File: src/rtl/cam_pkg.sv
// Shared types and default geometry for the DVP frame capture block.
// Holds the capture FSM encoding, pixel width and the 640x480 / 2^4 decimation defaults.
package cam_pkg;

    typedef enum logic [1:0] {
        ST_IDLE      = 2'd0,
        ST_WAIT_SYNC = 2'd1,
        ST_WAIT_FALL = 2'd2,
        ST_CAPTURE   = 2'd3
    } cap_state_t;

    localparam int RGB565_W = 16;
    localparam int BYTE_W   = 8;
    localparam int CNT_W    = 10;

    localparam int H_PIXELS_DEF  = 640;
    localparam int V_LINES_DEF   = 480;
    localparam int DEC_SHIFT_DEF = 4;
    localparam int WORDS_PER_FRAME_DEF = (H_PIXELS_DEF * V_LINES_DEF) >> (2 * DEC_SHIFT_DEF);

endpackage

File: src/rtl/cam_byte_packer.sv
// Pairs DVP bytes into 16-bit pixels while a line is active and counts pixel columns.
// The pixel strobe is combinational on the second byte so the caller can register it once.
module cam_byte_packer
    import cam_pkg::*;
(
    input  logic                clk,
    input  logic                reset,
    input  logic                en,
    input  logic [BYTE_W-1:0]   cam_dat,
    input  logic                cam_href,
    output logic                pix_vld_p0,
    output logic [RGB565_W-1:0] pix_data_p0,
    output logic [CNT_W-1:0]    pix_col_p0
);

    function automatic logic [CNT_W-1:0] sat_inc(input logic [CNT_W-1:0] v);
        return (&v) ? v : v + 1'b1;
    endfunction

    logic              byte_phase;
    logic [BYTE_W-1:0] hi_byte;
    logic [CNT_W-1:0]  col;

    // Phase/column clear whenever the line is inactive, so a trailing odd byte is simply lost.
    always_ff @(posedge clk) begin
        if (reset) begin
            byte_phase <= 1'b0;
            col        <= '0;
        end else if (!en || !cam_href) begin
            byte_phase <= 1'b0;
            col        <= '0;
        end else if (!byte_phase) begin
            byte_phase <= 1'b1;
        end else begin
            byte_phase <= 1'b0;
            col        <= sat_inc(col);
        end
    end

    always_ff @(posedge clk) begin
        if (en && cam_href && !byte_phase) begin
            hi_byte <= cam_dat;
        end
    end

    // ---- p0: pixel complete on the cycle its second byte is on the bus ----
    assign pix_vld_p0  = en & cam_href & byte_phase;
    assign pix_data_p0 = {hi_byte, cam_dat};
    assign pix_col_p0  = col;

endmodule

File: src/rtl/cam_frame_capture.sv
// Captures one decimated RGB565 frame from the registered DVP bus into a frame RAM on request.
// Edge detection, row counting, decimation, addressing and the arm/capture FSM live here.
module cam_frame_capture
    import cam_pkg::*;
#(
    parameter int H_PIXELS   = H_PIXELS_DEF,
    parameter int V_LINES    = V_LINES_DEF,
    parameter int DEC_SHIFT  = DEC_SHIFT_DEF,
    parameter int ADDR_WIDTH = 11
) (
    input  logic                  clk,
    input  logic                  reset,
    input  logic [BYTE_W-1:0]     cam_dat,
    input  logic                  cam_href,
    input  logic                  cam_vsync,
    input  logic                  start,
    output logic                  busy,
    output logic                  done,
    output logic                  frame_err,
    output logic                  wr_en,
    output logic [ADDR_WIDTH-1:0] wr_addr,
    output logic [RGB565_W-1:0]   wr_data
);

    localparam logic [CNT_W-1:0] H_LIM    = CNT_W'(H_PIXELS);
    localparam logic [CNT_W-1:0] V_LIM    = CNT_W'(V_LINES);
    localparam logic [CNT_W-1:0] DEC_MASK = CNT_W'((1 << DEC_SHIFT) - 1);

    function automatic logic [CNT_W-1:0] sat_inc(input logic [CNT_W-1:0] v);
        return (&v) ? v : v + 1'b1;
    endfunction

    cap_state_t state, state_nxt;

    logic                  vsync_d, href_d;
    logic [CNT_W-1:0]      row;
    logic                  line_err;
    logic [ADDR_WIDTH-1:0] addr_cnt;

    logic                  pix_vld_p0;
    logic [RGB565_W-1:0]   pix_data_p0;
    logic [CNT_W-1:0]      pix_col_p0;

    logic                  capturing, vsync_rise, vsync_fall;
    logic                  line_end, line_bad, wr_hit, err_final;
    logic [CNT_W-1:0]      row_final;

    assign capturing  = (state == ST_CAPTURE);
    assign vsync_rise = cam_vsync & ~vsync_d;
    assign vsync_fall = ~cam_vsync & vsync_d;
    assign line_end   = capturing & href_d & ~cam_href;
    assign line_bad   = (pix_col_p0 != H_LIM);

    cam_byte_packer u_packer (
        .clk         (clk),
        .reset       (reset),
        .en          (capturing),
        .cam_dat     (cam_dat),
        .cam_href    (cam_href),
        .pix_vld_p0  (pix_vld_p0),
        .pix_data_p0 (pix_data_p0),
        .pix_col_p0  (pix_col_p0)
    );

    // Keep only in-frame pixels whose row and column both sit on the decimation grid.
    assign wr_hit = pix_vld_p0
                  && (pix_col_p0 < H_LIM) && (row < V_LIM)
                  && ((pix_col_p0 & DEC_MASK) == '0)
                  && ((row & DEC_MASK) == '0);

    // A line ending in the same cycle as the closing vsync edge still counts toward the frame.
    assign row_final = line_end ? sat_inc(row) : row;
    assign err_final = line_err | (line_end & line_bad) | (row_final != V_LIM);

    always_ff @(posedge clk) begin
        if (reset) begin
            state <= ST_IDLE;
        end else begin
            state <= state_nxt;
        end
    end

    always_comb begin
        state_nxt = state;
        case (state)
            ST_IDLE:      if (start)      state_nxt = ST_WAIT_SYNC;
            ST_WAIT_SYNC: if (cam_vsync)  state_nxt = ST_WAIT_FALL;
            ST_WAIT_FALL: if (vsync_fall) state_nxt = ST_CAPTURE;
            ST_CAPTURE:   if (vsync_rise) state_nxt = ST_IDLE;
            default:                      state_nxt = ST_IDLE;
        endcase
    end

    // ---- p1: registered RAM write port and status ----
    always_ff @(posedge clk) begin
        if (reset) begin
            vsync_d   <= 1'b0;
            href_d    <= 1'b0;
            row       <= '0;
            line_err  <= 1'b0;
            addr_cnt  <= '0;
            wr_en     <= 1'b0;
            wr_addr   <= '0;
            wr_data   <= '0;
            busy      <= 1'b0;
            done      <= 1'b0;
            frame_err <= 1'b0;
        end else begin
            vsync_d <= cam_vsync;
            href_d  <= cam_href;
            wr_en   <= wr_hit;

            if (wr_hit) begin
                wr_data  <= pix_data_p0;
                wr_addr  <= addr_cnt;
                addr_cnt <= addr_cnt + 1'b1;
            end

            if (state == ST_WAIT_FALL && vsync_fall) begin
                row      <= '0;
                line_err <= 1'b0;
                addr_cnt <= '0;
                wr_addr  <= '0;
            end else if (line_end) begin
                row <= sat_inc(row);
                if (line_bad) begin
                    line_err <= 1'b1;
                end
            end

            if (state == ST_IDLE && start) begin
                busy      <= 1'b1;
                done      <= 1'b0;
                frame_err <= 1'b0;
            end

            if (capturing && vsync_rise) begin
                busy      <= 1'b0;
                done      <= 1'b1;
                frame_err <= err_final;
            end
        end
    end

endmodule

File: config.mk
export PLATFORM = sky130hd
export DESIGN_NAME = cam_frame_capture
export DESIGN_NICKNAME = d
export VERILOG_FILES = /design/src/rtl/cam_pkg.sv /design/src/rtl/cam_byte_packer.sv /design/src/rtl/cam_frame_capture.sv
export SDC_FILE = /design/constraint.sdc
export NUM_CORES = 1
export LEC_CHECK = 0
export ABC_AREA = 1
export CAP_MARGIN = 25
export CORE_ASPECT_RATIO = 1.5
export CORE_MARGIN = 4
export CORE_UTILIZATION = 40
export CTS_CLUSTER_DIAMETER = 200
export CTS_CLUSTER_SIZE = 25
export DETAILED_ROUTE_END_ITERATION = 8
export SETUP_SLACK_MARGIN = 0.15
export SYNTH_ARGS = -nofsm -noshare
export SYNTH_HDL_FRONTEND = slang
export SYNTH_SLANG_ARGS = --single-unit
File: constraint.sdc
create_clock -name clk -period 2.1 [get_ports clk]
set_clock_uncertainty 0.05 [all_clocks]
set_input_delay 0.315 -clock clk [delete_from_list [all_inputs] [get_ports clk]]
set_output_delay 0.315 -clock clk [all_outputs]
set_load 0.01 [all_outputs]
==> flow_summary.ini <==
[drt]
drtAntennaViolNets = 0
finalWirelength_um = 7740
viasPerCell = 4.83
drtIter0Drc = 159
dr.pass1.iters = 4
remaining_drc_errors = 0
vias = 2980
wl_per_cell_um = 12.5

[critical_path]
critPathMaxStageDelay_ps = 360
timing.rr.start = row[1]$_SDFF_PP0_
worst-r2r-setup-slack_ps = 320
reg2reg_depth = 12
crit_type = flip-flop to flip-flop
path_max_fanout = 5
cp_num_buf_inv = 2
cp_num_cells = 12
r2r_end = frame_err$_SDFFE_PP0P_
worstPathCellList = ha_1 > inv_1 > nor2_2 > nand3_2 > nand2_2 > nand2_1 > o21ai_0 > nand3_1 > nor2_1 > nand3_1 > nand2_1 > inv_1
critPathSlowestCell = dfxtp_1
end_kind = flip-flop
cp_data_required_time_ps = 2280
critPathArrivalTime_ps = 1960
crit_family = simple AND/OR/NAND/NOR gates
start_kind = flip-flop

[clock_tree]
cts_inserted_buffers = 9
htree_levels = 3
worstSkewPairLatency_ps = 330
clockBufferDepth = 2
cts_setup_buffers = 0
path_clk_slew_ps = 60
cts.sinks = 76
cts_root_buf = clkbuf_16
hold_buffers = 0
cts_tree = yes

[logic_synthesis]
synth_seq_area_share_pct = 46.7
yosysMostFrequentCell = nor2_1
yosys_warnings = 0
synth_flop_cell = dfxtp_1
netlist_instances = 453
syn_nets = 476
yosys-top-cells-count = nor2_1 (80), nand2_1 (79), dfxtp_1 (68), inv_1 (50), a21oi_1 (31)
yosys.area.top_type_share_pct = 39.7
synthTopCellsByArea = dfxtp_1 (40%), nor2_1 (8.8%), nand2_1 (8.7%), edfxtp_1 (7.0%), inv_1 (5.5%)
async_flop_share_pct = 0
synth_largest_area_cell = dfxtp_1
synth.ff_latch_count = 76
yosysUniqueCellTypes = 34
synth_edf_count = 8
syn_avg_cell_area_um2 = 7.57
syn_area_mm2 = 0.00343

[finish]
seq_area_mm2 = 0.00160
nNetsFinal = 529
syn_to_final_growth_pct = 26.7
multi_input_area_mm2 = 0.00157
antenna_cells = 0
fillers = 805
stdcell_area_mm2 = 0.00434
drive_gt1_share_pct = 10.0
utilization_pct = 51.9

[floorplanning]
ioPinCount = 44
placeableCoreArea_mm2 = 0.00836
die_y_um = 121
start_util_pct = 41.0
std_cell_rows = 41
die_area_mm2 = 0.0101
die_w_um = 83.6

[sta]
setup_viol = 0
hold_viol = 0
slew_violations = 0
rsz0062_at_grt = true
timing.hold.ws_ps = 416
fmax_mhz = 561
finalCritPeriodShare_pct = 84.9
tightest_slew_ps = 427
tns_ps = 0
slew_headroom_pct = 71.5
period_needed_ps = 1780

[outcome]
outcome = finished, final reports clean

[pwr]
leakage_nw = 1.63
max-vdd-ir-drop_v = 0.000428
power.density_mw_per_mm2 = 787
finalPower_w = 0.00342

[placement]
dp_hpwl_um = 5900
dpl_cell_area_mm2 = 0.00400
port_buffers = 43
place_congestion = 0.894

[worst_hold_path]
whs_path_depth = 2
hold_start = line_err$_SDFFE_PP0P_
hp-class = flip-flop to flip-flop
holdPathEnd = line_err$_SDFFE_PP0P_

[grt]
overflow = 0
grt_pass1_wl_um = 13300
grt_pass1_vias = 2855
grt_max_degree = 24
grtUsageTotal_pct = 16.3
antenna_found_initial = 0

[run]
drv_cap = 0
[sequential cells by signal, summed over array words and instances, names as in the netlist]
register             flops
addr_cnt                11
busy                     1
done                     1
frame_err                1
href_d                   1
line_err                 1
row                     10
state                    2
u_packer.byte_phase      1
u_packer.hi_byte         8
u_packer.pix_col_p0     10
vsync_d                  1
wr_addr                 11
wr_data                 16
wr_en                    1
[routing by layer]
layer,up-vias,track usage [%],part of all wire [%]
met5,-,0,0
met4,0,7.24,2.5
met3,13,3.87,4.3
met2,70,28.7,51
met1,1327,18.5,42
li1,1570,-,-
[cell usage in the layout, fill, tap and decap left out, types with 2 or more instances in the layout]
master / instances
nand2_1: 79
nor2_1: 77
dfxtp_1: 66
inv_1: 50
clkdlybuf4s50_1: 43
a21oi_1: 30
nand3_1: 24
o21ai_1: 23
o21ai_0: 14
nor3_1: 13
buf_4: 10
ha_1: 9
clkbuf_16: 9
edfxtp_1: 8
xor2_1: 7
a21oi_2: 6
nor2_2: 5
nand2_2: 4
nand4_1: 3
nor4_1: 3
inv_2: 3
nor3_2: 2
xnor2_1: 2
clkinv_2: 2
bufinv_16: 2
dfxtp_2: 2
[logic make-up (layout without fill, tap and decap cells)]
logic type      Yosys count  in the layout  synth area share (%)
fa+ha+maj                10             10                  3.65
compound gates           79             79                  12.5
buf+inv                  66            123                  8.36
flops                    76             76                  46.7
xor+xnor                  9              9                  2.30
simple gates            213            213                  26.4
[report_power, final]
| group | internal, W | leakage [nW] | switching, W |
|---|---|---|---|
| registers | 0.00151 | 0.622 | 0.0000303 |
| logic | 0.000119 | 0.861 | 0.000162 |
| clock network | 0.00103 | 0.148 | 0.000565 |
[through the flow]
stage | cells | setup slack, ps
after detailed placement | 602 | 26.7
after CTS | 617 | 256
final | 617 | 317
after global routing | 617 | 137
after floorplan | 453 | 484
after global placement | 602 | 56.7
[worst max path at each step]
stage / start / endpoint / slack (ps)
floorplan: state[0]$_SDFFE_PP0P_ / frame_err$_SDFFE_PP0P_ / 480
global placement: u_packer.pix_col_p0[0]$_SDFFE_PP0P_ / u_packer.pix_col_p0[9]$_SDFFE_PP0P_ / 60
detailed placement: cam_href / frame_err$_SDFFE_PP0P_ / 30
CTS: row[0]$_SDFF_PP0_ / frame_err$_SDFFE_PP0P_ / 260
global route: row[1]$_SDFF_PP0_ / frame_err$_SDFFE_PP0P_ / 140
finish: row[1]$_SDFF_PP0_ / frame_err$_SDFFE_PP0P_ / 320
[worst min-delay path, delay by kind of cell (launching register included)]
family,cells,cell delay [ps]
DFF,1,300
AOI/OAI and AO/OA,1,60
buffers and inverters,1,60
[cell type report]
| cell class | instances | area share, % |
|---|---|---|
| Sequential cell | 76 | 36.9 |
| Multi-Input combinational cell | 311 | 36.2 |
| Timing Repair Buffer | 54 | 12.1 |
| Clock buffer | 10 | 5.27 |
| Inverter | 54 | 4.67 |
| Tap cell | 107 | 3.08 |
| Clock inverter | 5 | 1.79 |
[repair_timing]
item | in CTS | in global routing
resized for setup | 1 | 8
pin swaps | 0 | 1
endpoints found under the setup margin | 5 | 4
hold endpoints to repair | 0 | 0
Power figures use the tool's default switching activity.
